==> src/rtl/axi_xbar_nport.sv <==
// AXI4 1:NSLV crossbar with base/mask decode, independent read/write FSMs and an internal DECERR slave.
// Latency: AR/AW accept -> slave valid 1 cycle; first R beat >= 2 cycles after AR accept; R/W/B beats pass combinationally.
// Backpressure: ready/valid forwarded from the routed slave; one outstanding txn per direction. Macro: AXI_XBAR_SUBWORD_ALIGN_EN.
module axi_xbar_nport #(
    parameter int NSLV   = 3,
    parameter int ADDR_W = 32,
    parameter int DATA_W = 32,
    parameter logic [NSLV*ADDR_W-1:0] SLV_BASE = {32'h8000_0000, 32'h0200_0000, 32'h1000_0000},
    parameter logic [NSLV*ADDR_W-1:0] SLV_MASK = {32'hF800_0000, 32'hFFFF_0000, 32'hFFFF_F000}
) (
    input  logic                     clk,
    input  logic                     reset,
    input  logic                     m_awvalid,
    output logic                     m_awready,
    input  logic [ADDR_W-1:0]        m_awaddr,
    input  logic [7:0]               m_awlen,
    input  logic [2:0]               m_awsize,
    input  logic                     m_wvalid,
    output logic                     m_wready,
    input  logic [DATA_W-1:0]        m_wdata,
    input  logic [DATA_W/8-1:0]      m_wstrb,
    input  logic                     m_wlast,
    output logic                     m_bvalid,
    input  logic                     m_bready,
    output logic [1:0]               m_bresp,
    input  logic                     m_arvalid,
    output logic                     m_arready,
    input  logic [ADDR_W-1:0]        m_araddr,
    input  logic [7:0]               m_arlen,
    input  logic [2:0]               m_arsize,
    output logic                     m_rvalid,
    input  logic                     m_rready,
    output logic [DATA_W-1:0]        m_rdata,
    output logic [1:0]               m_rresp,
    output logic                     m_rlast,
    output logic [NSLV-1:0]          s_awvalid,
    input  logic [NSLV-1:0]          s_awready,
    output logic [ADDR_W-1:0]        s_awaddr,
    output logic [7:0]               s_awlen,
    output logic [2:0]               s_awsize,
    output logic [NSLV-1:0]          s_wvalid,
    input  logic [NSLV-1:0]          s_wready,
    output logic [DATA_W-1:0]        s_wdata,
    output logic [DATA_W/8-1:0]      s_wstrb,
    output logic                     s_wlast,
    input  logic [NSLV-1:0]          s_bvalid,
    output logic [NSLV-1:0]          s_bready,
    input  logic [2*NSLV-1:0]        s_bresp,
    output logic [NSLV-1:0]          s_arvalid,
    input  logic [NSLV-1:0]          s_arready,
    output logic [ADDR_W-1:0]        s_araddr,
    output logic [7:0]               s_arlen,
    output logic [2:0]               s_arsize,
    input  logic [NSLV-1:0]          s_rvalid,
    output logic [NSLV-1:0]          s_rready,
    input  logic [NSLV*DATA_W-1:0]   s_rdata,
    input  logic [2*NSLV-1:0]        s_rresp,
    input  logic [NSLV-1:0]          s_rlast,
    output logic [1:0]               access_fault
);
    localparam int RW = $clog2(NSLV + 1);
    localparam logic [RW-1:0] ERR = RW'(NSLV);

    typedef enum logic [1:0] {RS_IDLE, RS_AR, RS_RD} rd_state_t;
    typedef enum logic [1:0] {WS_IDLE, WS_AWW, WS_B} wr_state_t;

    // Descending scan so the lowest matching slot overrides higher ones.
    function automatic logic [RW-1:0] decode(input logic [ADDR_W-1:0] a);
        logic [RW-1:0] r;
        r = ERR;
        for (int i = NSLV - 1; i >= 0; i--) begin
            if ((a & SLV_MASK[i*ADDR_W +: ADDR_W]) == SLV_BASE[i*ADDR_W +: ADDR_W])
                r = RW'(i);
        end
        return r;
    endfunction

    rd_state_t         r_rd_state, w_rd_next;
    logic              r_ar_rdy;
    logic [ADDR_W-1:0] r_araddr;
    logic [7:0]        r_arlen, r_rbeat;
    logic [2:0]        r_arsize;
    logic [RW-1:0]     r_ar_route;

    wr_state_t         r_wr_state, w_wr_next;
    logic              r_aw_rdy, r_aw_done, r_w_done;
    logic [ADDR_W-1:0] r_awaddr;
    logic [7:0]        r_awlen;
    logic [2:0]        r_awsize;
    logic [RW-1:0]     r_aw_route;

    logic              w_ar_err, w_aw_err;
    logic              w_sr_arready, w_sr_rvalid, w_sr_rlast;
    logic [DATA_W-1:0] w_sr_rdata, w_rdata_raw;
    logic [1:0]        w_sr_rresp;
    logic              w_sw_awready, w_sw_wready, w_sw_bvalid;
    logic [1:0]        w_sw_bresp;
    logic              w_aw_ok, w_w_ok;

    assign w_ar_err = (r_ar_route == ERR);
    assign w_aw_err = (r_aw_route == ERR);

    always_comb begin
        w_sr_arready = 1'b0;
        w_sr_rvalid  = 1'b0;
        w_sr_rlast   = 1'b0;
        w_sr_rdata   = '0;
        w_sr_rresp   = 2'b00;
        w_sw_awready = 1'b0;
        w_sw_wready  = 1'b0;
        w_sw_bvalid  = 1'b0;
        w_sw_bresp   = 2'b00;
        for (int i = 0; i < NSLV; i++) begin
            if (r_ar_route == RW'(i)) begin
                w_sr_arready = s_arready[i];
                w_sr_rvalid  = s_rvalid[i];
                w_sr_rlast   = s_rlast[i];
                w_sr_rdata   = s_rdata[i*DATA_W +: DATA_W];
                w_sr_rresp   = s_rresp[2*i +: 2];
            end
            if (r_aw_route == RW'(i)) begin
                w_sw_awready = s_awready[i];
                w_sw_wready  = s_wready[i];
                w_sw_bvalid  = s_bvalid[i];
                w_sw_bresp   = s_bresp[2*i +: 2];
            end
        end
    end

    always_comb begin
        w_rd_next   = r_rd_state;
        s_arvalid   = '0;
        s_rready    = '0;
        m_rvalid    = 1'b0;
        w_rdata_raw = '0;
        m_rresp     = 2'b00;
        m_rlast     = 1'b0;
        case (r_rd_state)
            RS_IDLE: if (m_arvalid && r_ar_rdy) w_rd_next = RS_AR;
            RS_AR: begin
                for (int i = 0; i < NSLV; i++)
                    if (r_ar_route == RW'(i)) s_arvalid[i] = 1'b1;
                if (w_ar_err || w_sr_arready) w_rd_next = RS_RD;
            end
            RS_RD: begin
                if (w_ar_err) begin
                    m_rvalid = 1'b1;
                    m_rresp  = 2'b11;
                    m_rlast  = (r_rbeat == r_arlen);
                end else begin
                    for (int i = 0; i < NSLV; i++)
                        if (r_ar_route == RW'(i)) s_rready[i] = m_rready;
                    m_rvalid    = w_sr_rvalid;
                    w_rdata_raw = w_sr_rdata;
                    m_rresp     = w_sr_rresp;
                    m_rlast     = w_sr_rlast;
                end
                if (m_rvalid && m_rready && m_rlast) w_rd_next = RS_IDLE;
            end
            default: w_rd_next = RS_IDLE;
        endcase
    end

`ifdef AXI_XBAR_SUBWORD_ALIGN_EN
    logic [DATA_W-1:0] w_rdata_shift;
    assign w_rdata_shift = w_rdata_raw >> {r_araddr[1:0], 3'b000};
    always_comb begin
        m_rdata = w_rdata_raw;
        if (DATA_W == 32 && !w_ar_err) begin
            case (r_arsize)
                3'd0:    m_rdata = {{(DATA_W-8){1'b0}},  w_rdata_shift[7:0]};
                3'd1:    m_rdata = {{(DATA_W-16){1'b0}}, w_rdata_shift[15:0]};
                3'd2:    m_rdata = w_rdata_shift;
                default: m_rdata = w_rdata_raw;
            endcase
        end
    end
`else
    assign m_rdata = w_rdata_raw;
`endif

    always_ff @(posedge clk or negedge reset) begin
        if (!reset) begin
            r_rd_state <= RS_IDLE;
            r_ar_rdy   <= 1'b0;
            r_araddr   <= '0;
            r_arlen    <= '0;
            r_arsize   <= '0;
            r_ar_route <= '0;
            r_rbeat    <= '0;
        end else begin
            r_rd_state <= w_rd_next;
            case (r_rd_state)
                RS_IDLE: begin
                    if (m_arvalid && r_ar_rdy) begin
                        r_ar_rdy   <= 1'b0;
                        r_araddr   <= m_araddr;
                        r_arlen    <= m_arlen;
                        r_arsize   <= m_arsize;
                        r_ar_route <= decode(m_araddr);
                        r_rbeat    <= '0;
                    end else begin
                        r_ar_rdy <= 1'b1;
                    end
                end
                RS_RD: if (m_rvalid && m_rready) r_rbeat <= r_rbeat + 8'd1;
                default: ;
            endcase
        end
    end

    // W is forwarded alongside AW so a slave that wants data before address cannot deadlock us.
    always_comb begin
        w_wr_next = r_wr_state;
        s_awvalid = '0;
        s_wvalid  = '0;
        s_bready  = '0;
        m_wready  = 1'b0;
        m_bvalid  = 1'b0;
        m_bresp   = 2'b00;
        w_aw_ok   = 1'b0;
        w_w_ok    = 1'b0;
        case (r_wr_state)
            WS_IDLE: if (m_awvalid && r_aw_rdy) w_wr_next = WS_AWW;
            WS_AWW: begin
                for (int i = 0; i < NSLV; i++) begin
                    if (r_aw_route == RW'(i)) begin
                        s_awvalid[i] = !r_aw_done;
                        s_wvalid[i]  = m_wvalid && !r_w_done;
                    end
                end
                m_wready = !r_w_done && (w_aw_err || w_sw_wready);
                w_aw_ok  = r_aw_done || w_sw_awready;
                w_w_ok   = r_w_done || (m_wvalid && m_wready && m_wlast);
                if (w_aw_ok && w_w_ok) w_wr_next = WS_B;
            end
            WS_B: begin
                if (w_aw_err) begin
                    m_bvalid = 1'b1;
                    m_bresp  = 2'b11;
                end else begin
                    for (int i = 0; i < NSLV; i++)
                        if (r_aw_route == RW'(i)) s_bready[i] = m_bready;
                    m_bvalid = w_sw_bvalid;
                    m_bresp  = w_sw_bresp;
                end
                if (m_bvalid && m_bready) w_wr_next = WS_IDLE;
            end
            default: w_wr_next = WS_IDLE;
        endcase
    end

    always_ff @(posedge clk or negedge reset) begin
        if (!reset) begin
            r_wr_state <= WS_IDLE;
            r_aw_rdy   <= 1'b0;
            r_aw_done  <= 1'b0;
            r_w_done   <= 1'b0;
            r_awaddr   <= '0;
            r_awlen    <= '0;
            r_awsize   <= '0;
            r_aw_route <= '0;
        end else begin
            r_wr_state <= w_wr_next;
            case (r_wr_state)
                WS_IDLE: begin
                    if (m_awvalid && r_aw_rdy) begin
                        r_aw_rdy   <= 1'b0;
                        r_awaddr   <= m_awaddr;
                        r_awlen    <= m_awlen;
                        r_awsize   <= m_awsize;
                        r_aw_route <= decode(m_awaddr);
                        r_aw_done  <= (decode(m_awaddr) == ERR);
                        r_w_done   <= 1'b0;
                    end else begin
                        r_aw_rdy <= 1'b1;
                    end
                end
                WS_AWW: begin
                    if (!r_aw_done && w_sw_awready) r_aw_done <= 1'b1;
                    if (m_wvalid && m_wready && m_wlast) r_w_done <= 1'b1;
                end
                default: ;
            endcase
        end
    end

    assign m_arready = r_ar_rdy;
    assign m_awready = r_aw_rdy;
    assign s_araddr  = r_araddr;
    assign s_arlen   = r_arlen;
    assign s_arsize  = r_arsize;
    assign s_awaddr  = r_awaddr;
    assign s_awlen   = r_awlen;
    assign s_awsize  = r_awsize;
    assign s_wdata   = (r_wr_state == WS_AWW) ? m_wdata : '0;
    assign s_wstrb   = (r_wr_state == WS_AWW) ? m_wstrb : '0;
    assign s_wlast   = (r_wr_state == WS_AWW) && m_wlast;

    assign access_fault[0] = m_rvalid && m_rready && (m_rresp != 2'b00);
    assign access_fault[1] = m_bvalid && m_bready && (m_bresp != 2'b00);
endmodule

==> config.mk <==
export PLATFORM = sky130hd
export DESIGN_NAME = axi_xbar_nport
export DESIGN_NICKNAME = d
export VERILOG_FILES = /design/src/rtl/axi_xbar_nport.sv
export SDC_FILE = /design/constraint.sdc
export NUM_CORES = 1
export LEC_CHECK = 0
export BUFFER_PORTS_ARGS = -buffer_cell sky130_fd_sc_hd__buf_2
export CAP_MARGIN = 20
export CORE_AREA = 2 2 173 175
export CTS_CLUSTER_DIAMETER = 150
export DETAILED_ROUTE_END_ITERATION = 6
export DIE_AREA = 0 0 175 177
export GPL_TIMING_DRIVEN = 0
export PLACE_DENSITY = 0.48
export SYNTH_ARGS = -nofsm -noshare
export SYNTH_HDL_FRONTEND = slang
export SYNTH_SLANG_ARGS = --single-unit
==> constraint.sdc <==
create_clock -name clk -period 3.2 [get_ports clk]
set_input_delay 0.64 -clock clk [delete_from_list [all_inputs] [get_ports clk]]
set_output_delay 0.64 -clock clk [all_outputs]
set_load 0.01 [all_outputs]
* Word level (Yosys, flattened, before mapping)
Index checks and enable logic that the tools add are counted.
** Word-level totals
- Bits in registers :: 106
- Input port bits :: 256
- Output and inout port bits :: 182
- Word-level logic and storage cells :: 176
** Cells by class
- Reductions and logical operators :: 39
- Equality and inequality tests :: 27
- Multiplexer cells :: 94
- Add/subtract/negate cells :: 1
** Operator list (number)
- $mux 32 :: 6
- $mux 1 :: 51
- $mux 2 :: 22
- $eq 20x17->1 const B :: 2
- $eq 16x10->1 const B :: 2
- $mux 3 :: 7
- $logic_and 1x1->1 :: 18
- $ne 2x2->1 const B :: 9
- $mux 8 :: 2
- $pmux 8 s2 :: 1
- $reduce_and 3->1 :: 5
- $eq 2x2->1 const B :: 7
- $pmux 2 s3 :: 2
- $eq 5x5->1 const B :: 2
- $add 8x1->8 const B :: 1
- $eq 2x1->1 const B :: 4
- $eq 8x8->1 :: 1
- $logic_not 2->1 :: 4
- $reduce_bool 2->1 :: 4
- $logic_or 1x1->1 :: 4
- $mux 4 :: 1
- $pmux 1 s2 :: 2
- $reduce_and 2->1 :: 2
- $logic_not 1->1 :: 2

* Logic depth before layout (Yosys ltp)
Gate-level depths: netlist of run 1.
- Word-level depth :: 12
- Depth in mapped cells :: 7
- Depth with buffers taken out :: 5

* Worst setup path before layout of run 1
Ideal clock, no wire load.
- Path kind :: input -> output
- Start :: input port m_rready
- End :: output port access_fault[0]
- Setup slack :: 1167 ps
- Arrival :: 1393 ps
- Data required time :: 2560 ps
- Stages :: 4
- Cell sequence :: and3b_1 o221ai_2 buf_6 a211oi_1
** On the way
- Cells in the longest elaborated chain, start to end :: 2
** RTL lines
- from (decl) :: line 32 : input logic m_rready,
- $logic_and 1x1->1 (2 in series) :: line 300 : assign access_fault[0] = m_rvalid && m_rready && (m_rresp != 2'b00);
- to (decl) :: line 59 : output logic [1:0] access_fault
No other way between the ends.

* Final worst setup path of run 1
- Start :: register r_ar_route[1]
- End :: output port access_fault[0]
** On the way
- Cells in the longest elaborated chain, start to end :: 9
- Elaborated cells on any way between the ends :: 18
- Those cells by class :: 3 x eq/ne; 11 x mux; 4 x reduce/logical
** RTL lines
- from (decl) :: line 83 : logic [RW-1:0] r_ar_route;
- from (signal assigned) :: line 200 : r_ar_route <= decode(m_araddr);
- $logic_not 2->1 :: line 114 : if (r_ar_route == RW'(i)) begin
- $mux 1 (3 in series) :: line 114
- $mux 1 :: line 146 : if (w_ar_err) begin
- $mux 1 (2 in series) :: line 138 : case (r_rd_state)
- $logic_and 1x1->1 :: line 300
- $logic_and 1x1->1 * :: line 300
Mark *: on every way between the ends. The rest lies on a longest branch, timed or not. The select of a mux whose other input is x is not followed.

==> results.yml, run 1 <==
power_and_ir_drop:
  powerDensity_nw_per_um2: 882
  combPwrFrac_pct: 55.7
  p_switching_mw: 3.61
  total_power_mw: 7.73
  swShare_pct: 46.6
  seqPwrFrac_pct: 29.6
  p_int_mw: 4.13
  ir_drop_uv: 286
  clock_power_share_pct: 14.7
  power_leakage_nw: 4.98
logic_synthesis:
  syn_nets: 1003
  synth.distinct_cells: 38
  ys_top_cells_by_area: "dfrtp_1 (46%), nand2_1 (18%), nor2_1 (6.4%)"
  synth_top_cell_by_area: "dfrtp_1"
  seq_area_frac_synth_pct: 46.0
  ys_ff_latch: 106
  synthTopCellsByCount: "nand2_1 (278), dfrtp_1 (106), nor2_1 (98), a21oi_1 (39), and2_1 (37)"
  postSynthCellCount: 746
  yosys_warnings: 0
  synth_area_um2: 5760
  postSynth.asyncResetShare_pct: 100
  yosys.cell_count.top_type: "nand2_1"
  synth_ff_type: "dfrtp_1"
  synth_top_area_share_pct: 46.0
  avgSynthCellArea_um2: 7.73
  synth-edff-count: 0
critical_path:
  path_class: "flop to primary output"
  worstPathRequired_ps: 2560
  cp.arrival_ps: 2260
  worst_setup_path_start_kind: "flop"
  critPathMaxFanout: 10
  critical-path-max-stage-delay_ps: 440
  cp-end-kind: "primary output"
  cpMostUsedCell: "buf_2"
  crit_chain: "buf_2 -> buf_1 -> o22ai_1 -> a211oi_1 -> buf_2"
  slowest_stage: "buf_1"
cts:
  clockBufferDepth: 2
  cts_buffers: 9
  hold_buffers: 0
  clk-insertion-delay-late_ps: 360
  clock_sinks: 106
  clockRootBuffer: "clkbuf_16"
  h-tree-depth: 3
  cts_setup_buffers: 0
  path_clk_slew_ps: 80
  post_cts_resized: 0
  cts_tree: "built"
sta:
  hold_viol: 0
  fin_hold_ws_ps: 146
  fin_crit_sh_pct: 90.5
  relSlewSlack_pct: 51.5
  max_freq_ghz: 0.345
  setup_ws_ps: 305
  slew_violations: 0
  skew_ps: 9.11
  tightest_slew_ps: 727
  setup_viol: 0
  rsz0062_at_grt: "false"
  period_needed_ps: 2900
floorplanning:
  rows: 63
  core_area_um2: 29200
  ios: 438
  die_w_um: 175
  die_h_um: 177
  dieArea_um2: 31000
  start_util_pct: 19.7
cells_and_area:
  syn2layout_area_growth_pct: 52.1
  fillerInstances: 3278
  drive_above_1_share_pct: 39.8
  multi_input_area_um2: 2900
  seqCellArea_um2: 2650
  fin_util_pct: 30.0
  layout.nets: 1452
routing:
  ant_nets: 0
  drc: 0
  drt_wl_total_um: 25900
  vias_per_cell: 4.18
  drtIter0Drc: 259
  vias: 6654
  dr.pass1.iters: 4
  wl_per_cell_um: 16.3
run_status:
  outcome: "completed"
global_routing:
  grt_max_degree: 80
  grt-ovfl-total: 0
  antenna_found_initial: 2
  track_usage_pct: 16.1
  first_global_vias: 6539
  grt_pass1_wl_um: 38200
job:
  drv_cap: 0
placed_design:
  io_buffers: 437
  post-dp-hpwl_um: 21300
  gp_congestion: 0.820
  place_ws_ps: 598
worst_hold_path:
  min_path_type: "primary input to async pin"
cells in the final DEF (no fill, tap or decap), drive strengths merged, types with 8 or more instances in the layout:
| cell | count |
|---|---|
| a21oi | 39 |
| nor2 | 98 |
| buf | 454 |
| nand2 | 278 |
| nor4 | 9 |
| inv | 9 |
| nand2b | 8 |
| nor3 | 12 |
| mux2 | 8 |
| o22ai | 11 |
| mux2i | 34 |
| and2 | 37 |
| clkbuf | 39 |
| nand3 | 9 |
| o21ai | 10 |
| dfrtp | 106 |
| xnor2 | 9 |
area by class of cell:
class / count / area share (%)
clock buffers: 9 / 2.57
diodes: 2 / 0.0571
inverters: 4 / 0.171
plain buffers: 46 / 2.27
well taps: 390 / 5.56
clock inverters: 7 / 0.756
multi-input cells: 590 / 33.0
repair buffers: 438 / 25.3
flip-flops and latches: 106 / 30.2
power groups by stage:
stage	logic, mW	registers [mW]	clock network [mW]
after floorplan	2.25	2.53	0
after global placement	4.35	2.29	0
after detailed placement	4.38	2.30	0
after CTS	4.39	2.29	1.20
after global routing	4.81	2.37	1.24
final	4.30	2.29	1.14
sequential cells by signal, summed over array words and instances, names as in the netlist:
name and count:
s_awlen 8, m_awready 1, m_arready 1, r_rbeat 8
s_araddr 32, s_arlen 8, r_wr_state 2, r_rd_state 2
r_ar_route 2, s_arsize 3, r_w_done 1, s_awaddr 32
s_awsize 3, r_aw_done 1, r_aw_route 2
cells by family (layout without fill, tap and decap cells):
group	count (synthesis)	after routing	share of synthesized area, %
AO/OA/AOI/OAI	68	68	6.66
XOR/XNOR	12	12	1.82
adder cells (fa/ha/maj)	1	1	0.217
buffers and inverters	50	504	3.71
flip-flops	106	106	46.0
multiplexers	42	42	7.53
other	0	2	0
AND/OR/NAND/NOR	467	467	34.0
worst max-delay path: cells and delay by family (launching register included):
kind	cells	cell delay, ps
buf+inv	3	860
compound gates	2	720
flops	1	320
path summary, 6_finish.rpt:
path / startpoint / to / slack, ps / cells after the start
worst min-delay path: reset / s_araddr[10] / 150 / 1
max in group asynchronous: reset / s_arlen[7] / 2370 / 2
worst min register to register: s_awlen[7] / s_awlen[7] / 470 / 2
worst max-delay path: r_ar_route[1] / access_fault[0] / 300 / 5
worst max register to register: r_rd_state[1] / s_arlen[7] / 1230 / 6
min in group clk: m_awaddr[8] / s_awaddr[8] / 460 / 3
per-layer routing:
metal / track usage [%] / part of all wire [%]
met1: 18.5 / 40
met2: 29.0 / 50
met3: 4.38 / 7.5
met4: 5.35 / 2.6
met5: 0 / 0
stage by stage:
| stage | instances | setup TNS (ps) | cell area, um2 |
|---|---|---|---|
| 2_1_floorplan | 746 | 0 | 5760 |
| 4_1_cts | 1590 | 0 | 8760 |
| 3_5_place_dp | 1574 | 0 | 8470 |
| 5_1_grt | 1591 | 0 | 8770 |
| 6_report | 1592 | 0 | 8770 |
| 3_3_place_gp | 1573 | -1150 | 8440 |
(Power assumes the default switching activity.)
==> inputs of run 2 (changes only) <==
CORE_AREA = 2 2 172 174   (was 2 2 173 175)
DIE_AREA = 0 0 174 176   (was 0 0 175 177)
==> run 2 against run 1 <==
  * Total power increased by 0.97%
  * Sequential power about the same
  * Clock power increased by 5%
  * Flip-flop and latch count unchanged
  * Global-route usage increased by 0.086 points
  * Maximum frequency decreased by 5.3%
  * Sequential share of layout area decreased by 0.060 points
  * Die area decreased by 1.1%
  * First-iteration DRC count decreased by 7.3%
  * Largest power group unchanged
==> results.yml, run 2 (synthesis gave the netlist of run 1 again) <==
run_status:
  outcome: "completed"
critical_path:
  cp.arrival_ps: 2420
  worst_setup_path_start_kind: "flop"
  r2r-start: "r_rd_state[1]"
  crit_chain: "buf_2 -> nor2b_1 -> clkbuf_1 -> buf_1 -> a21oi_1 -> nor2_1 -> buf_2"
  crit_start: "r_ar_route[1]"
  critical-path-max-stage-delay_ps: 450
  slowest_stage: "buf_1"
  cp-end-kind: "primary output"
  r2r_slack_ps: 1100
  path_class: "flop to primary output"
  worstPathRequired_ps: 2560
  cpMostUsedCell: "buf_2"
  critPathMaxFanout: 10
global_routing:
  grt_pass1_wl_um: 38100
  first_global_vias: 6514
  antenna_found_initial: 0
  track_usage_pct: 16.2
  grt_max_degree: 66
  grt-ovfl-total: 0
routing:
  drc: 0
  dr.pass1.iters: 4
  ant_nets: 0
  vias: 6636
  vias_per_cell: 4.19
  drtIter0Drc: 240
  wl_per_cell_um: 16.2
  drt_wl_total_um: 25700
cts:
  clock_sinks: 106
  cts_setup_buffers: 0
  cts_tree: "built"
  clk-insertion-delay-late_ps: 360
  clockRootBuffer: "clkbuf_16"
  cts_buffers: 9
  clockBufferDepth: 2
  h-tree-depth: 3
  path_clk_slew_ps: 90
sta:
  setup_ws_ps: 144
  max_freq_ghz: 0.327
  fin_crit_sh_pct: 95.5
  slew_violations: 0
  rsz0062_at_grt: "false"
  tightest_slew_ps: 855
  hold_viol: 0
  relSlewSlack_pct: 43.0
  finalSetupTns_ps: 0
  period_needed_ps: 3060
  setup_viol: 0
  fin_hold_ws_ps: 202
  skew_ps: 14.6
power_and_ir_drop:
  combPwrFrac_pct: 55.3
  seqPwrFrac_pct: 29.3
  power_leakage_nw: 4.99
  powerDensity_nw_per_um2: 888
  ir_drop_uv: 336
  total_power_mw: 7.81
  p_int_mw: 4.15
  p_switching_mw: 3.65
  clock_power_share_pct: 15.4
  swShare_pct: 46.8
cells_and_area:
  syn2layout_area_growth_pct: 52.4
  final_common_cell: "buf_2"
  drive_above_1_share_pct: 39.8
  layout_common_cells: "buf_2 (445), nand2_1 (278), dfrtp_1 (106)"
  antenna_cells: 0
  layout.nets: 1452
job:
  drv_cap: 0
placed_design:
  post-dp-hpwl_um: 21200
  place_ws_ps: 508
  io_buffers: 437
  gp_congestion: 0.814
floorplanning:
  rows: 62
  die_w_um: 174
  start_util_pct: 20.2
  die_h_um: 176
  dieArea_um2: 30600
  core_area_um2: 28500
  ios: 438
worst_hold_path:
  min_path_type: "primary input to async pin"
-- run 2: changes by cell type in the layout (fill, tap and decap cells not counted) --
cell / change
clkinv_8: +2
buf_1: +1
inv_12: +2
clkbuf_1: -1
clkinv_4: -2
inv_6: -2
diode_2: -2
-- run 2: final timing paths --
kind	end	cells after the start
setup reg to reg	s_arlen[2]	6
max in group asynchronous	r_aw_route[1]	2
hold / removal	s_araddr[10]	1
setup / recovery	m_rdata[22]	7
min in group clk	s_awaddr[5]	3
hold reg to reg	s_araddr[23]	2
-- run 2: final cells by class --
class | instances | area (um2)
fillers | 3173 | 19800
multi-input cells | 590 | 2900
flip-flops and latches | 106 | 2650
repair buffers | 438 | 2220
well taps | 384 | 480
clock buffers | 9 | 225
plain buffers | 46 | 199
clock inverters | 7 | 96.3
inverters | 4 | 15.0
-- run 2: layer usage --
layer | up-vias | wire (um) | track usage [%]
li1 | 3290 | - | -
met1 | 3051 | 10300 | 18.9
met2 | 263 | 12800 | 28.5
met3 | 32 | 1810 | 4.13
met4 | 0 | 779 | 6.41
met5 | - | 0 | 0
-- run 2: timing repair --
action	4_1_cts	5_1_grt
endpoints found under the setup margin	0	1
hold buffers	0	0
resized for setup	0	1
-- run 2: stage by stage --
| step | util, % | instances | cell area, um2 |
|---|---|---|---|
| 6_report | 30.8 | 1584 | 8790 |
| 2_1_floorplan | - | 746 | 5760 |
| 3_5_place_dp | 29.7 | 1568 | 8470 |
| 5_1_grt | 30.8 | 1584 | 8790 |
| 4_1_cts | 30.8 | 1584 | 8790 |
| 3_3_place_gp | 29.5 | 1567 | 8430 |
-- run 2: power by group through the flow --
stage          combinational (mW)  sequential, mW  clock (mW)
3_3_place_gp                 4.38            2.30           0
5_1_grt                      4.82            2.38        1.31
2_1_floorplan                2.25            2.53           0
3_5_place_dp                 4.41            2.31           0
4_1_cts                      4.41            2.30        1.27
6_report                     4.32            2.29        1.20
-- run 2: worst max-delay path, delay by kind of cell (launching register included) --
family / cells / cell delay [ps]
buf+inv: 4 / 1140
simple gates: 2 / 450
flops: 1 / 320
compound gates: 1 / 140
==> inputs of run 3 (changes only) <==
clock period = 3.6 ns   (was 3.2 ns; I/O delays follow)
==> run 3 against run 2 <==
  * Sequential power down 11%
  * Combinational power down 11%
  * Die area unchanged
==> results.yml, run 3 (synthesis gave the netlist of run 1 again) <==
run_status:
  outcome: "completed"
placed_design:
  gp_congestion: 0.814
  io_buffers: 437
  place_ws_ps: 828
  post-dp-hpwl_um: 21200
  place_area_um2: 8470
cts:
  cts_setup_buffers: 0
  cts_buffers: 9
  clockRootBuffer: "clkbuf_16"
  path_clk_slew_ps: 90
  post_cts_resized: 0
  hold_buffers: 0
  clk-insertion-delay-late_ps: 360
  clock_sinks: 106
  clockBufferDepth: 2
  h-tree-depth: 3
  cts_tree: "built"
routing:
  ant_nets: 0
  drc: 0
  drt_wl_total_um: 25700
  vias: 6626
  dr.pass1.iters: 4
  vias_per_cell: 4.18
  wl_per_cell_um: 16.2
  drtIter0Drc: 242
sta:
  rsz0062_at_grt: "false"
  slew_violations: 0
  skew_ps: 14.6
  relSlewSlack_pct: 43.0
  setup_viol: 0
  hold_viol: 0
  fin_crit_sh_pct: 87.2
  finalSetupTns_ps: 0
  period_needed_ps: 3140
  setup_ws_ps: 460
  max_freq_ghz: 0.318
  tightest_slew_ps: 855
floorplanning:
  start_util_pct: 20.2
  die_w_um: 174
  rows: 62
  dieArea_um2: 30600
  ios: 438
  die_h_um: 176
  core_area_um2: 28500
power_and_ir_drop:
  clock_power_share_pct: 15.4
  total_power_mw: 6.94
  power_leakage_nw: 4.99
  p_switching_mw: 3.25
  combPwrFrac_pct: 55.3
  p_int_mw: 3.69
  ir_drop_uv: 299
  swShare_pct: 46.8
  powerDensity_nw_per_um2: 790
  seqPwrFrac_pct: 29.3
critical_path:
  path_class: "flop to primary output"
  worst_setup_path_start_kind: "flop"
  cp-end-kind: "primary output"
  worstPathRequired_ps: 2880
  cp.arrival_ps: 2420
  critPathMaxFanout: 10
cells_and_area:
  finish.instance_area_um2: 8790
  syn2layout_area_growth_pct: 52.4
  layout.nets: 1452
  antenna_cells: 0
  drive_above_1_share_pct: 39.8
  layout_common_cells: "buf_2 (445), nand2_1 (278), dfrtp_1 (106)"
  fillerInstances: 3173
  final_common_cell: "buf_2"
global_routing:
  track_usage_pct: 16.2
  grt_pass1_wl_um: 38100
  first_global_vias: 6514
  antenna_found_initial: 0
  grt_max_degree: 66
  grt-ovfl-total: 0
worst_hold_path:
  min_path_type: "primary input to async pin"
job:
  drv_cap: 0
[run 3: cell types whose count changed in the layout (fill, tap and decap cells not counted), sizes merged]
| cell | change |
|---|---|
| buf | -1 |
| clkbuf | +1 |
[run 3: path summary, 6_finish.rpt]
path	slack, ps	to	cells past startpoint	start
max in group asynchronous	2640	r_aw_route[1]	2	reset
min reg2reg	470	s_araddr[23]	2	s_araddr[23]
max	460	m_rdata[22]	7	r_ar_route[1]
min in group clk	470	s_araddr[23]	2	s_araddr[23]
min	280	s_araddr[10]	1	reset
max reg2reg	1500	s_arlen[2]	6	r_rd_state[1]
[run 3: metal layers]
metal | track usage [%] | part of all wire, %
met5 | 0 | 0
met4 | 6.41 | 3.0
met3 | 4.13 | 7.0
met2 | 28.5 | 50
met1 | 18.9 | 40
[run 3: final cells by class]
cell class | instances | area, um2 | area share [%]
buffer | 46 | 199 | 2.26
multi-input combinational | 590 | 2900 | 33.0
timing repair buffer | 438 | 2220 | 25.3
tap | 384 | 480 | 5.47
sequential | 106 | 2650 | 30.2
inverter | 4 | 15.0 | 0.171
clock buffer | 9 | 225 | 2.56
clock inverter | 7 | 96.3 | 1.10
[run 3: worst max-delay path, cell delays in order, from the launching register on]
cell and delay (ps):
dfrtp_1 320, buf_2 210, nor2b_1 150, clkbuf_1 280, clkbuf_1 450, a21oi_1 140
nor2_1 310, buf_2 200
[run 3: power by group through the flow]
stage | sequential [mW] | clock, mW | combinational [mW]
final | 2.03 | 1.07 | 3.84
after floorplan | 2.24 | 0 | 2.00
after CTS | 2.04 | 1.13 | 3.92
after detailed placement | 2.05 | 0 | 3.92
after global placement | 2.04 | 0 | 3.89
after global routing | 2.12 | 1.17 | 4.28
[run 3: per-stage QoR]
stage	cells	util, %	hold slack [ps]
floorplan	746	-	424
global placement	1567	29.5	455
detailed placement	1568	29.7	457
CTS	1584	30.8	279
global route	1584	30.8	298
finish	1584	30.8	282
